==> config.mk <==
export PLATFORM = sky130hd
export DESIGN_NAME = id_ex_stage_reg_flat
export DESIGN_NICKNAME = d
export VERILOG_FILES = /design/src/rtl/id_ex_stage_reg_if.sv /design/src/rtl/id_ex_stage_reg.sv /design/src/flat_wrapper.sv
export SDC_FILE = /design/constraint.sdc
export NUM_CORES = 1
export LEC_CHECK = 0
export CAP_MARGIN = 20
export CORE_MARGIN = 10
export CORE_UTILIZATION = 46
export CTS_CLUSTER_DIAMETER = 100
export DETAILED_ROUTE_END_ITERATION = 6
export PLACE_DENSITY = 0.92
export REMOVE_ABC_BUFFERS = 1
export SLEW_MARGIN = 5
export SYNTH_ARGS = -nofsm -noshare
export SYNTH_HDL_FRONTEND = slang
export SYNTH_SLANG_ARGS = --single-unit
==> constraint.sdc <==
create_clock -name clk_i -period 2.5 [get_ports clk_i]
set_clock_uncertainty 0.1 [all_clocks]
set_input_delay 0.375 -clock clk_i [delete_from_list [all_inputs] [get_ports clk_i]]
set_output_delay 0.375 -clock clk_i [all_outputs]
set_load 0.01 [all_outputs]
==> src/rtl/id_ex_stage_reg_if.sv <==
// ID -> EX bundle for the ID/EX pipeline register.
// master: ID-stage side (drives decoded fields, sees Stall_o and EX copies).
// slave:  the pipeline register itself.
// stall_count_o exists only when HAZARD_STALL_CNT_EN is defined.
interface id_ex_stage_reg_if #(
    parameter int DATA_W  = 32,
    parameter int REG_AW  = 5,
    parameter int ALUOP_W = 2
);
    logic               flush_i;
    logic [REG_AW-1:0]  IF_ID_RsAddr_i;
    logic [REG_AW-1:0]  IF_ID_RtAddr_i;
    logic [REG_AW-1:0]  RdAddr_i;
    logic [DATA_W-1:0]  RsData_i;
    logic [DATA_W-1:0]  RtData_i;
    logic [DATA_W-1:0]  Imm_i;
    logic               RegWrite_i;
    logic               MemtoReg_i;
    logic               MemRead_i;
    logic               MemWrite_i;
    logic               ALUSrc_i;
    logic               RegDst_i;
    logic [ALUOP_W-1:0] ALUOp_i;

    logic [REG_AW-1:0]  ID_EX_RsAddr_o;
    logic [REG_AW-1:0]  ID_EX_RtAddr_o;
    logic [REG_AW-1:0]  ID_EX_WrAddr_o;
    logic [DATA_W-1:0]  ID_EX_RsData_o;
    logic [DATA_W-1:0]  ID_EX_RtData_o;
    logic [DATA_W-1:0]  ID_EX_Imm_o;
    logic               ID_EX_RegWrite_o;
    logic               ID_EX_MemtoReg_o;
    logic               ID_EX_MemRead_o;
    logic               ID_EX_MemWrite_o;
    logic               ID_EX_ALUSrc_o;
    logic               ID_EX_RegDst_o;
    logic [ALUOP_W-1:0] ID_EX_ALUOp_o;
    logic               ID_EX_Valid_o;
    logic               Stall_o;
`ifdef HAZARD_STALL_CNT_EN
    logic [31:0]        stall_count_o;
`endif

    modport master (
        output flush_i, IF_ID_RsAddr_i, IF_ID_RtAddr_i, RdAddr_i,
               RsData_i, RtData_i, Imm_i,
               RegWrite_i, MemtoReg_i, MemRead_i, MemWrite_i, ALUSrc_i, RegDst_i, ALUOp_i,
        input  ID_EX_RsAddr_o, ID_EX_RtAddr_o, ID_EX_WrAddr_o,
               ID_EX_RsData_o, ID_EX_RtData_o, ID_EX_Imm_o,
               ID_EX_RegWrite_o, ID_EX_MemtoReg_o, ID_EX_MemRead_o, ID_EX_MemWrite_o,
               ID_EX_ALUSrc_o, ID_EX_RegDst_o, ID_EX_ALUOp_o, ID_EX_Valid_o, Stall_o
`ifdef HAZARD_STALL_CNT_EN
             , stall_count_o
`endif
    );

    modport slave (
        input  flush_i, IF_ID_RsAddr_i, IF_ID_RtAddr_i, RdAddr_i,
               RsData_i, RtData_i, Imm_i,
               RegWrite_i, MemtoReg_i, MemRead_i, MemWrite_i, ALUSrc_i, RegDst_i, ALUOp_i,
        output ID_EX_RsAddr_o, ID_EX_RtAddr_o, ID_EX_WrAddr_o,
               ID_EX_RsData_o, ID_EX_RtData_o, ID_EX_Imm_o,
               ID_EX_RegWrite_o, ID_EX_MemtoReg_o, ID_EX_MemRead_o, ID_EX_MemWrite_o,
               ID_EX_ALUSrc_o, ID_EX_RegDst_o, ID_EX_ALUOp_o, ID_EX_Valid_o, Stall_o
`ifdef HAZARD_STALL_CNT_EN
             , stall_count_o
`endif
    );
endinterface

==> src/rtl/id_ex_stage_reg.sv <==
// ID/EX pipeline register with load-use hazard detection.
// A load in EX whose rt matches rs/rt of the instruction in ID raises Stall_o
// (combinational) and the next edge inserts a bubble instead of capturing.
// Optional macro HAZARD_STALL_CNT_EN adds a saturating 32-bit stall counter.
module id_ex_stage_reg #(
    parameter int DATA_W  = 32,
    parameter int REG_AW  = 5,
    parameter int ALUOP_W = 2
) (
    input  logic             clk_i,
    input  logic             rst_i,
    id_ex_stage_reg_if.slave bus
);
    logic [REG_AW-1:0]  rs_addr_reg, rt_addr_reg, wr_addr_reg;
    logic [DATA_W-1:0]  rs_data_reg, rt_data_reg, imm_reg;
    logic               reg_write_reg, memto_reg_reg, mem_read_reg, mem_write_reg;
    logic               alu_src_reg, reg_dst_reg, valid_reg;
    logic [ALUOP_W-1:0] alu_op_reg;

    logic               stall;
    logic [REG_AW-1:0]  wr_addr_next;

    // Load-use hazard: only registered EX state and the ID addresses feed this,
    // so flush_i never reaches Stall_o. r0 is hard-wired zero, so rt==0 is exempt.
    assign stall = mem_read_reg && (rt_addr_reg != '0) &&
                   ((rt_addr_reg == bus.IF_ID_RsAddr_i) || (rt_addr_reg == bus.IF_ID_RtAddr_i));

    // Destination register is resolved at capture so EX/MEM/WB only see one address.
    assign wr_addr_next = bus.RegDst_i ? bus.RdAddr_i : bus.IF_ID_RtAddr_i;

    // Pipeline register: reset > bubble (flush or stall) > capture.
    // A bubble clears control, valid and addresses; operand data is left holding.
    always_ff @(posedge clk_i) begin
        if (rst_i) begin
            rs_addr_reg   <= '0;
            rt_addr_reg   <= '0;
            wr_addr_reg   <= '0;
            rs_data_reg   <= '0;
            rt_data_reg   <= '0;
            imm_reg       <= '0;
            reg_write_reg <= 1'b0;
            memto_reg_reg <= 1'b0;
            mem_read_reg  <= 1'b0;
            mem_write_reg <= 1'b0;
            alu_src_reg   <= 1'b0;
            reg_dst_reg   <= 1'b0;
            alu_op_reg    <= '0;
            valid_reg     <= 1'b0;
        end else if (bus.flush_i || stall) begin
            rs_addr_reg   <= '0;
            rt_addr_reg   <= '0;
            wr_addr_reg   <= '0;
            reg_write_reg <= 1'b0;
            memto_reg_reg <= 1'b0;
            mem_read_reg  <= 1'b0;
            mem_write_reg <= 1'b0;
            alu_src_reg   <= 1'b0;
            reg_dst_reg   <= 1'b0;
            alu_op_reg    <= '0;
            valid_reg     <= 1'b0;
        end else begin
            rs_addr_reg   <= bus.IF_ID_RsAddr_i;
            rt_addr_reg   <= bus.IF_ID_RtAddr_i;
            wr_addr_reg   <= wr_addr_next;
            rs_data_reg   <= bus.RsData_i;
            rt_data_reg   <= bus.RtData_i;
            imm_reg       <= bus.Imm_i;
            reg_write_reg <= bus.RegWrite_i;
            memto_reg_reg <= bus.MemtoReg_i;
            mem_read_reg  <= bus.MemRead_i;
            mem_write_reg <= bus.MemWrite_i;
            alu_src_reg   <= bus.ALUSrc_i;
            reg_dst_reg   <= bus.RegDst_i;
            alu_op_reg    <= bus.ALUOp_i;
            valid_reg     <= 1'b1;
        end
    end

`ifdef HAZARD_STALL_CNT_EN
    logic [31:0] stall_count_reg;

    // Counts edges at which a stall was in effect; sticks at all-ones.
    always_ff @(posedge clk_i) begin
        if (rst_i) begin
            stall_count_reg <= '0;
        end else if (stall && (stall_count_reg != 32'hFFFF_FFFF)) begin
            stall_count_reg <= stall_count_reg + 32'd1;
        end
    end

    assign bus.stall_count_o = stall_count_reg;
`endif

    assign bus.Stall_o          = stall;
    assign bus.ID_EX_RsAddr_o   = rs_addr_reg;
    assign bus.ID_EX_RtAddr_o   = rt_addr_reg;
    assign bus.ID_EX_WrAddr_o   = wr_addr_reg;
    assign bus.ID_EX_RsData_o   = rs_data_reg;
    assign bus.ID_EX_RtData_o   = rt_data_reg;
    assign bus.ID_EX_Imm_o      = imm_reg;
    assign bus.ID_EX_RegWrite_o = reg_write_reg;
    assign bus.ID_EX_MemtoReg_o = memto_reg_reg;
    assign bus.ID_EX_MemRead_o  = mem_read_reg;
    assign bus.ID_EX_MemWrite_o = mem_write_reg;
    assign bus.ID_EX_ALUSrc_o   = alu_src_reg;
    assign bus.ID_EX_RegDst_o   = reg_dst_reg;
    assign bus.ID_EX_ALUOp_o    = alu_op_reg;
    assign bus.ID_EX_Valid_o    = valid_reg;
endmodule
==> src/flat_wrapper.sv <==
// flat-port wrapper written by rule: the top's interface ports become plain ports
module id_ex_stage_reg_flat 
#(
    parameter int DATA_W  = 32,
    parameter int REG_AW  = 5,
    parameter int ALUOP_W = 2
)
  (clk_i, rst_i, bus_flush_i, bus_IF_ID_RsAddr_i, bus_IF_ID_RtAddr_i, bus_RdAddr_i, bus_RsData_i, bus_RtData_i, bus_Imm_i, bus_RegWrite_i, bus_MemtoReg_i, bus_MemRead_i, bus_MemWrite_i, bus_ALUSrc_i, bus_RegDst_i, bus_ALUOp_i, bus_ID_EX_RsAddr_o, bus_ID_EX_RtAddr_o, bus_ID_EX_WrAddr_o, bus_ID_EX_RsData_o, bus_ID_EX_RtData_o, bus_ID_EX_Imm_o, bus_ID_EX_RegWrite_o, bus_ID_EX_MemtoReg_o, bus_ID_EX_MemRead_o, bus_ID_EX_MemWrite_o, bus_ID_EX_ALUSrc_o, bus_ID_EX_RegDst_o, bus_ID_EX_ALUOp_o, bus_ID_EX_Valid_o, bus_Stall_o);
  id_ex_stage_reg_if #(.DATA_W(DATA_W), .REG_AW(REG_AW), .ALUOP_W(ALUOP_W)) bus_i ();
  input  logic clk_i;
  input  logic rst_i;
  input wire logic [$bits(bus_i.flush_i)-1:0] bus_flush_i;
  input wire logic [$bits(bus_i.IF_ID_RsAddr_i)-1:0] bus_IF_ID_RsAddr_i;
  input wire logic [$bits(bus_i.IF_ID_RtAddr_i)-1:0] bus_IF_ID_RtAddr_i;
  input wire logic [$bits(bus_i.RdAddr_i)-1:0] bus_RdAddr_i;
  input wire logic [$bits(bus_i.RsData_i)-1:0] bus_RsData_i;
  input wire logic [$bits(bus_i.RtData_i)-1:0] bus_RtData_i;
  input wire logic [$bits(bus_i.Imm_i)-1:0] bus_Imm_i;
  input wire logic [$bits(bus_i.RegWrite_i)-1:0] bus_RegWrite_i;
  input wire logic [$bits(bus_i.MemtoReg_i)-1:0] bus_MemtoReg_i;
  input wire logic [$bits(bus_i.MemRead_i)-1:0] bus_MemRead_i;
  input wire logic [$bits(bus_i.MemWrite_i)-1:0] bus_MemWrite_i;
  input wire logic [$bits(bus_i.ALUSrc_i)-1:0] bus_ALUSrc_i;
  input wire logic [$bits(bus_i.RegDst_i)-1:0] bus_RegDst_i;
  input wire logic [$bits(bus_i.ALUOp_i)-1:0] bus_ALUOp_i;
  output wire logic [$bits(bus_i.ID_EX_RsAddr_o)-1:0] bus_ID_EX_RsAddr_o;
  output wire logic [$bits(bus_i.ID_EX_RtAddr_o)-1:0] bus_ID_EX_RtAddr_o;
  output wire logic [$bits(bus_i.ID_EX_WrAddr_o)-1:0] bus_ID_EX_WrAddr_o;
  output wire logic [$bits(bus_i.ID_EX_RsData_o)-1:0] bus_ID_EX_RsData_o;
  output wire logic [$bits(bus_i.ID_EX_RtData_o)-1:0] bus_ID_EX_RtData_o;
  output wire logic [$bits(bus_i.ID_EX_Imm_o)-1:0] bus_ID_EX_Imm_o;
  output wire logic [$bits(bus_i.ID_EX_RegWrite_o)-1:0] bus_ID_EX_RegWrite_o;
  output wire logic [$bits(bus_i.ID_EX_MemtoReg_o)-1:0] bus_ID_EX_MemtoReg_o;
  output wire logic [$bits(bus_i.ID_EX_MemRead_o)-1:0] bus_ID_EX_MemRead_o;
  output wire logic [$bits(bus_i.ID_EX_MemWrite_o)-1:0] bus_ID_EX_MemWrite_o;
  output wire logic [$bits(bus_i.ID_EX_ALUSrc_o)-1:0] bus_ID_EX_ALUSrc_o;
  output wire logic [$bits(bus_i.ID_EX_RegDst_o)-1:0] bus_ID_EX_RegDst_o;
  output wire logic [$bits(bus_i.ID_EX_ALUOp_o)-1:0] bus_ID_EX_ALUOp_o;
  output wire logic [$bits(bus_i.ID_EX_Valid_o)-1:0] bus_ID_EX_Valid_o;
  output wire logic [$bits(bus_i.Stall_o)-1:0] bus_Stall_o;
  assign bus_i.flush_i = bus_flush_i;
  assign bus_i.IF_ID_RsAddr_i = bus_IF_ID_RsAddr_i;
  assign bus_i.IF_ID_RtAddr_i = bus_IF_ID_RtAddr_i;
  assign bus_i.RdAddr_i = bus_RdAddr_i;
  assign bus_i.RsData_i = bus_RsData_i;
  assign bus_i.RtData_i = bus_RtData_i;
  assign bus_i.Imm_i = bus_Imm_i;
  assign bus_i.RegWrite_i = bus_RegWrite_i;
  assign bus_i.MemtoReg_i = bus_MemtoReg_i;
  assign bus_i.MemRead_i = bus_MemRead_i;
  assign bus_i.MemWrite_i = bus_MemWrite_i;
  assign bus_i.ALUSrc_i = bus_ALUSrc_i;
  assign bus_i.RegDst_i = bus_RegDst_i;
  assign bus_i.ALUOp_i = bus_ALUOp_i;
  assign bus_ID_EX_RsAddr_o = bus_i.ID_EX_RsAddr_o;
  assign bus_ID_EX_RtAddr_o = bus_i.ID_EX_RtAddr_o;
  assign bus_ID_EX_WrAddr_o = bus_i.ID_EX_WrAddr_o;
  assign bus_ID_EX_RsData_o = bus_i.ID_EX_RsData_o;
  assign bus_ID_EX_RtData_o = bus_i.ID_EX_RtData_o;
  assign bus_ID_EX_Imm_o = bus_i.ID_EX_Imm_o;
  assign bus_ID_EX_RegWrite_o = bus_i.ID_EX_RegWrite_o;
  assign bus_ID_EX_MemtoReg_o = bus_i.ID_EX_MemtoReg_o;
  assign bus_ID_EX_MemRead_o = bus_i.ID_EX_MemRead_o;
  assign bus_ID_EX_MemWrite_o = bus_i.ID_EX_MemWrite_o;
  assign bus_ID_EX_ALUSrc_o = bus_i.ID_EX_ALUSrc_o;
  assign bus_ID_EX_RegDst_o = bus_i.ID_EX_RegDst_o;
  assign bus_ID_EX_ALUOp_o = bus_i.ID_EX_ALUOp_o;
  assign bus_ID_EX_Valid_o = bus_i.ID_EX_Valid_o;
  assign bus_Stall_o = bus_i.Stall_o;
  id_ex_stage_reg #(.DATA_W(DATA_W), .REG_AW(REG_AW), .ALUOP_W(ALUOP_W)) u_core (.clk_i(clk_i), .rst_i(rst_i), .bus(bus_i));
endmodule
# After elaboration in Yosys (flattened, before gate mapping)
# Index checks and enable logic that the tools add are counted.
classes:
  eq_ne: 2
  n_mux: 2
  n_reduce_logical: 6
ops:
  columns: ["cell", "count"]
  rows:
  - ["$eq 5x5->1", 2]
  - ["$mux 5", 1]
  - ["$reduce_bool 5->1", 1]
  - ["$logic_and 1x1->1", 2]
  - ["$logic_or 1x1->1", 2]
  - ["$reduce_or 2->1", 1]
  - ["$mux 1", 1]
word_totals:
  ff_bits: 120
  input_bits: 122
  out_inout_bits: 121
  elab_cells: 24

# Longest topological paths before layout
# Gate-level depths: netlist (run 1).
depth:
  depth_word: 5
  ltp_mapped: 8
  mapped_depth_nobuf: 5

# Least setup slack after synthesis (run 1)
# Ideal clock, no wire load.
synth_timing:
  kind: "reg-to-output"
  start: "register u_core.rt_addr_reg[1] (netlist: u_core.bus.ID_EX_RtAddr_o[1])"
  end: "output bus_Stall_o"
  t_arrival_ns: 1.500
  required_ns: 2.025
  setup_slack_ns: 0.525
  path_stages_with_launch: 7
  path_buffers: 2
  path_cell_list: "dfxtp_1 > xor2_1 > nor2_1 > a22oi_2 > buf_2 > buf_1 > nor2_1"
synth_via:
  elab_chain_len: 3
  word_cells_on_any_way: 6
  classes_between: "eq/ne: 2; reduce/logical: 4"
synth_rtl:
  columns: ["element", "line", "rtl"]
  rows:
  - ["start: declaration", "id_ex_stage_reg.sv:14", "logic [REG_AW-1:0] rs_addr_reg, rt_addr_reg, wr_addr_reg;"]
  - ["start signal: assignment", "id_ex_stage_reg.sv:63", "rt_addr_reg <= bus.IF_ID_RtAddr_i;"]
  - ["$eq 5x5->1 / $reduce_bool 5->1 (equally long branches)", "id_ex_stage_reg.sv:26, id_ex_stage_reg.sv:25", null]
  - ["$logic_or 1x1->1 / $logic_and 1x1->1 (equally long branches)", "id_ex_stage_reg.sv:26, id_ex_stage_reg.sv:25", null]
  - ["$logic_and 1x1->1 *", "id_ex_stage_reg.sv:25", "assign stall = mem_read_reg && (rt_addr_reg != '0) &&"]
  - ["end: declaration", "flat_wrapper.sv:40", "output wire logic [$bits(bus_i.Stall_o)-1:0] bus_Stall_o;"]
# Every way passes the cells marked *; elsewhere a longest branch is shown, timed or not.

# Worst setup path after layout (run 1)
layout_timing:
  start: "register u_core.rt_addr_reg[0] (netlist: u_core.bus.ID_EX_RtAddr_o[0])"
  end: "output bus_Stall_o"
# Same word-level chain as after synthesis.

==> impl_metrics.ini, run 1 <==
[run_status]
status = completed

[power]
power_density_nw_per_um2 = 602.3
p_leak_nw = 4.017
ir_worst_vdd_mv = 0.3873
switchingPower_mw = 1.571
seq_power_share = 0.369
p_comb_frac = 0.221
intPower_mw = 4.426
clkPwrFrac = 0.411
switching_share = 0.2620

[yosys]
yosysUniqueCellTypes = 18
syn_area_um2 = 6790
synth-seq-area-share = 0.3538
yosysTopAreaCellShare = 0.3538
synth-seq-cells = 120
synth_top_area_cell = dfxtp_1
synthCells = 861
synth_area_leaders = dfxtp_1 35%, a211o_1 12%, nor4b_1 12%
ys_warn_count = 0
avgSynthCellArea_um2 = 7.886

[die]
start_util = 0.4690
die_w_um = 141.5
fp.dieH_um = 141.5
dieArea_um2 = 20020
core_um2 = 14480
fp-row-count = 44
io_pins = 243

[min_path]
hold_depth = 3
min_path_type = in -> reg
whs_endpoint = u_core.bus.ID_EX_RtData_o[13]$_SDFFE_PP0N_
hold_start = rst_i

[clock_tree]
clkTransAtPathRegs_ps = 60
hold_buffers = 0
ctsRootBufferMaster = clkbuf_16
clk_latency_ps = 410
tritoncts = done
cts.sinks = 120
cts_buffers = 17
cts_max_level = 4
clockBufferDepth = 2

[setup_path]
crit_path_start_kind = flop
cp_max_fo = 4
path_class = reg -> out
r2r_cells = 7
crit_required_ps = 2030
cp.arrival_ps = 1930
rr_endpoint = u_core.bus.ID_EX_RtData_o[24]$_SDFFE_PP0N_
worstReg2RegStart = u_core.bus.ID_EX_RtAddr_o[1]$_SDFF_PP0_
ff2ff_setup_slack_ps = 190
end_kind = output port

[finish]
drive_gt1_frac = 0.05943
syn_to_final_growth_pct = 46.66
design_area_um2 = 9958
finalNetCount = 1169
fin_util = 0.6878
diodes = 0
instances_no_fill = 1244
fillers = 1137

[sta]
min_period_ps = 2402
fin_ws_ps = 97.55
worst_pin_slew_ps = 693.5
setup_viol = 0
period_share = 0.9610
max_freq_ghz = 0.4162
whs_ps = 385.3
hold_viol = 0
slew_violations = 0
relSlewSlack = 0.5377
rsz0062_at_grt = no

[grt]
antenna_found_initial = 0
grt_pass1_wl_mm = 33.18
grt_start_max_net_pins = 194
first_global_vias = 6567
overflow = 0
grtUsageTotal = 0.1983

[job]
cap_violations = 0

[placed_design]
gp_congestion = 0.7951
port_buffers = 242
pre_cts_ws_ps = -435.4
dp_hpwl_mm = 14.57
place_inst = 1210
place_area_um2 = 9309

[drt]
wire_per_inst_um = 17.49
dr.first_iter.drc_count = 556
ant_nets = 0
first_pass_iters = 5
wl_mm = 21.76
num_vias = 7040
drc_errors = 0
vias_per_cell = 5.659
kinds of logic after synthesis:
family | count (synthesis) | synth area share
simple gates | 414 | 0.3536
compound gates | 195 | 0.1990
flops | 120 | 0.3538
buf+inv | 117 | 0.07334
xor+xnor | 10 | 0.01290
mux | 5 | 0.007371
registers in the layout, indices dropped and copies added, names as in the netlist:
| register | cells |
|---|---|
| u_core.bus.ID_EX_Imm_o | 32 |
| u_core.bus.ID_EX_RsData_o | 32 |
| u_core.bus.ID_EX_RtData_o | 32 |
| u_core.bus.ID_EX_RsAddr_o | 5 |
| u_core.bus.ID_EX_RtAddr_o | 5 |
| u_core.bus.ID_EX_WrAddr_o | 5 |
| u_core.bus.ID_EX_ALUOp_o | 2 |
| u_core.bus.ID_EX_ALUSrc_o | 1 |
| u_core.bus.ID_EX_MemRead_o | 1 |
| u_core.bus.ID_EX_MemWrite_o | 1 |
| u_core.bus.ID_EX_MemtoReg_o | 1 |
| u_core.bus.ID_EX_RegDst_o | 1 |
| u_core.bus.ID_EX_RegWrite_o | 1 |
| u_core.bus.ID_EX_Valid_o | 1 |
layout make-up:
type / instances / area [µm²] / share of cell area
flip-flops and latches: 120 / 2405 / 0.2415
well taps: 184 / 230.2 / 0.02312
multi-input cells: 624 / 3904 / 0.3920
inverters: 19 / 71.32 / 0.007162
clock inverters: 13 / 153.9 / 0.01545
repair buffers: 265 / 2751 / 0.2763
clock buffers: 19 / 442.9 / 0.04448
per-layer routing:
metal  wire (µm)  part of all wire  global-route usage  up-vias
met5           0                 0                   0        -
met4         284             0.013             0.05648        0
met3        2226              0.10             0.08645       20
met2       10500              0.48              0.3332      249
met1        8752              0.40              0.2232     3315
li1            -                 -                   -     3456
worst max path at each step:
stage / slack, ps / end / from
after floorplan: -3710 / u_core.bus.ID_EX_WrAddr_o[0]$_SDFF_PP0_ / u_core.bus.ID_EX_RtAddr_o[1]$_SDFF_PP0_
after detailed placement: -440 / u_core.bus.ID_EX_Imm_o[27]$_SDFFE_PP0N_ / bus_IF_ID_RtAddr_i[0]
final: 100 / bus_Stall_o / u_core.bus.ID_EX_RtAddr_o[0]$_SDFF_PP0_
after global placement: -310 / u_core.bus.ID_EX_RsData_o[20]$_SDFFE_PP0N_ / bus_IF_ID_RtAddr_i[0]
after CTS: 10 / bus_Stall_o / u_core.bus.ID_EX_RtAddr_o[3]$_SDFF_PP0_
after global routing: 0.4 / u_core.bus.ID_EX_Imm_o[27]$_SDFFE_PP0N_ / bus_IF_ID_RtAddr_i[0]
critical path, stage by stage (launching register included):
cell and delay (ps):
dfxtp_2 350, or4_4 550, o21ai_4 160, nor2_2 70
buf_4 150, clkdlybuf4s15_1 230
what timing repair did:
item / 4_1_cts / 5_1_grt
setup endpoints to repair: 5 / 121
gates cloned: 0 / 1
pin swaps: 1 / 1
buffers inserted: 1 / 0
gates resized for setup: 5 / 3
stage by stage:
stage,setup TNS [ps],total power [mW]
finish,0,5.997
global route,0,6.261
CTS,0,6.038
detailed placement,-20390,3.558
global placement,-15400,3.519
floorplan,-373300,2.742
synthesized netlist by cell type (all sizes together):
master,number
dfxtp,120
nor3,2
xor2,10
buf,34
o21ai,98
clkbuf,64
nor3b,96
a211o,96
mux2i,5
nor4b,96
inv,19
nand2,192
or4,1
nor2,27
a22oi,1
power groups by stage:
stage	clock [mW]	sequential, mW	combinational, mW
4_1_cts	2.51	2.21	1.32
3_3_place_gp	0	2.24	1.28
6_report	2.46	2.21	1.32
5_1_grt	2.60	2.23	1.43
3_5_place_dp	0	2.25	1.31
2_1_floorplan	0	2.32	0.425
layout by cell type, fill, tap and decap left out:
master | netlist | layout
a211o_1 | 96 | 96
a22oi_2 | 1 | 1
buf_12 | 0 | 9
buf_16 | 0 | 1
buf_4 | 10 | 11
buf_6 | 0 | 3
bufinv_16 | 0 | 3
clkbuf_1 | 64 | 1
clkbuf_16 | 0 | 18
clkbuf_8 | 0 | 1
clkdlybuf4s15_1 | 0 | 1
clkdlybuf4s50_1 | 0 | 239
clkinv_2 | 0 | 5
clkinv_4 | 0 | 1
clkinvlp_4 | 0 | 4
dfxtp_1 | 120 | 118
dfxtp_2 | 0 | 2
inv_1 | 19 | 19
mux2i_1 | 5 | 5
nand2_1 | 192 | 192
nor2_1 | 27 | 26
nor2_2 | 0 | 1
nor3_1 | 2 | 2
nor3b_1 | 96 | 96
nor4b_1 | 96 | 96
o21ai_0 | 96 | 96
o21ai_2 | 2 | 1
o21ai_4 | 0 | 1
or4_4 | 0 | 1
xor2_1 | 10 | 10
Note: power is estimated with default switching activity, not from simulation.
==> run 2: changes to the inputs <==
--- a/config.mk
+++ b/config.mk
@@ -7,10 +7,10 @@
 export LEC_CHECK = 0
 export CAP_MARGIN = 20
 export CORE_MARGIN = 10
-export CORE_UTILIZATION = 46
+export CORE_UTILIZATION = 45
 export CTS_CLUSTER_DIAMETER = 100
 export DETAILED_ROUTE_END_ITERATION = 6
-export PLACE_DENSITY = 0.92
+export PLACE_DENSITY = 0.9
 export REMOVE_ABC_BUFFERS = 1
 export SLEW_MARGIN = 5
 export SYNTH_ARGS = -nofsm -noshare
==> run 2 against run 1 <==
Against the previous run: hold slack better by 5.7 ps; register-to-register slack better by 30 ps; cell area hardly changed; first-iteration DRC count is 37% lower; count of clock-buffer cells in the layout is 1 higher; core utilization is 0.81 points lower; total power is 2.2% lower; die area is 1.9% higher; clock power is 5% lower; sequential share of layout area hardly changed; critical endpoint is now u_core.bus.ID_EX_Imm_o[14]$_SDFFE_PP0N_.
==> impl_metrics.ini, run 2 (same netlist as run 1, synthesis figures left out) <==
[run_status]
status = completed

[die]
core_um2 = 14640
fp-row-count = 44
die_w_um = 142.8
io_pins = 243
dieArea_um2 = 20400
fp.dieH_um = 142.8
start_util = 0.4637

[clock_tree]
clkTransAtPathRegs_ps = 50
cts_max_level = 4
ctsRootBufferMaster = clkbuf_16
cts_buffers = 17
tritoncts = done
hold_buffers = 0
clockBufferDepth = 2
cts.sinks = 120
clk_latency_ps = 410

[placed_design]
port_buffers = 242
gp_congestion = 0.8231
pre_cts_ws_ps = -140.0
dp_hpwl_mm = 15.06

[setup_path]
slowest_stage = or4_1
crit_path_start_kind = flop
max_stage_delay_ps = 580
cp.arrival_ps = 2470
crit_required_ps = 2690
end_kind = flop
path_cells = or4_1 > o21ai_4 > buf_4 > buf_12 > nor4b_1 > a211o_1
cp_max_fo = 109
path_class = reg -> reg

[grt]
grt_pass1_wl_mm = 32.77
antenna_found_initial = 0
grtUsageTotal = 0.1957
first_global_vias = 6498
overflow = 0
grt_start_max_net_pins = 110

[sta]
rsz0062_at_grt = no
period_share = 0.9106
max_freq_ghz = 0.4393
fin_ws_ps = 223.4
hold_viol = 0
slew_violations = 0
worst_pin_slew_ps = 576.6
min_period_ps = 2277
relSlewSlack = 0.6156
setup_viol = 0

[drt]
num_vias = 7002
wire_per_inst_um = 16.87
first_pass_iters = 5
vias_per_cell = 5.620
ant_nets = 0
dr.first_iter.drc_count = 349
drc_errors = 0
wl_mm = 21.03

[finish]
syn_to_final_growth_pct = 46.58
drive_gt1_frac = 0.05838
diodes = 0
finalNetCount = 1174
fillers = 1131
layout.cells.most_common = clkdlybuf4s50_1
mostFrequentLayoutCells = 239 x clkdlybuf4s50_1, 192 x nand2_1, 120 x dfxtp_1

[min_path]
min_path_type = in -> reg

[power]
p_leak_nw = 4.026
power_mw = 5.866
switching_share = 0.2597
clkPwrFrac = 0.398
intPower_mw = 4.343
switchingPower_mw = 1.523
power_density_nw_per_um2 = 589.3
ir_worst_vdd_mv = 0.4178
seq_power_share = 0.377
p_comb_frac = 0.225

[job]
cap_violations = 0
## run 2: power by group through the flow
stage	clock network, mW	logic [mW]	registers (mW)
2_1_floorplan	0	0.425	2.32
3_3_place_gp	0	1.30	2.24
3_5_place_dp	0	1.32	2.25
4_1_cts	2.39	1.33	2.21
5_1_grt	2.47	1.43	2.23
6_report	2.33	1.32	2.21
## run 2: worst max-delay path, delay by kind of cell, from the launching register on
kind                   cells  cell delay (ps)
buffers and inverters      2              520
and+or+nand+nor            2              670
DFF                        1              350
AOI/OAI and AO/OA          2              440
## run 2: worst paths after layout
path | from | endpoint | slack [ps] | cells after the start
setup / recovery | u_core.bus.ID_EX_RtAddr_o[0]$_SDFF_PP0_ | u_core.bus.ID_EX_Imm_o[14]$_SDFFE_PP0N_ | 220 | 6
hold reg to reg | u_core.bus.ID_EX_RtData_o[18]$_SDFFE_PP0N_ | u_core.bus.ID_EX_RtData_o[18]$_SDFFE_PP0N_ | 540 | 3
setup reg to reg | u_core.bus.ID_EX_RtAddr_o[0]$_SDFF_PP0_ | u_core.bus.ID_EX_Imm_o[14]$_SDFFE_PP0N_ | 220 | 6
hold / removal | bus_MemWrite_i | u_core.bus.ID_EX_MemWrite_o$_SDFF_PP0_ | 390 | 3
## run 2: stage by stage
| step | cell area, µm² | setup TNS [ps] | hold slack (ps) | utilization | cells |
|---|---|---|---|---|---|
| after detailed placement | 9392 | -1393 | 525.9 | 0.6413 | 1216 |
| final | 9953 | 0 | 391.1 | 0.6797 | 1246 |
| after global placement | 9392 | -624.0 | 510.3 | 0.6413 | 1216 |
| after global routing | 9953 | 0 | 389.2 | 0.6797 | 1246 |
| after CTS | 9957 | 0 | 370.4 | 0.6799 | 1246 |
| after floorplan | 6364 | -373300 | 387.2 | - | 763 |
## run 2: what timing repair did
| item | CTS | global route |
|---|---|---|
| buffers inserted | 1 | 0 |
| resized for setup | 1 | 2 |
| endpoints found under the setup margin | 1 | 1 |
| pin swaps | 1 | 0 |
## run 2: final cells by class
type	instances	area, µm²	area share
clock inverter	9	102.6	0.01031
timing repair buffer	270	2793	0.2806
inverter	19	71.32	0.007165
multi-input combinational	624	3897	0.3916
tap	184	230.2	0.02313
clock buffer	20	456.7	0.04588
sequential	120	2402	0.2414
## run 2: layer usage
| metal | vias to the layer above | GRT usage | part of all wire |
|---|---|---|---|
| li1 | 3465 | - | - |
| met1 | 3265 | 0.2178 | 0.40 |
| met2 | 240 | 0.3135 | 0.47 |
| met3 | 32 | 0.1038 | 0.12 |
| met4 | 0 | 0.06840 | 0.019 |
| met5 | - | 0 | 0 |
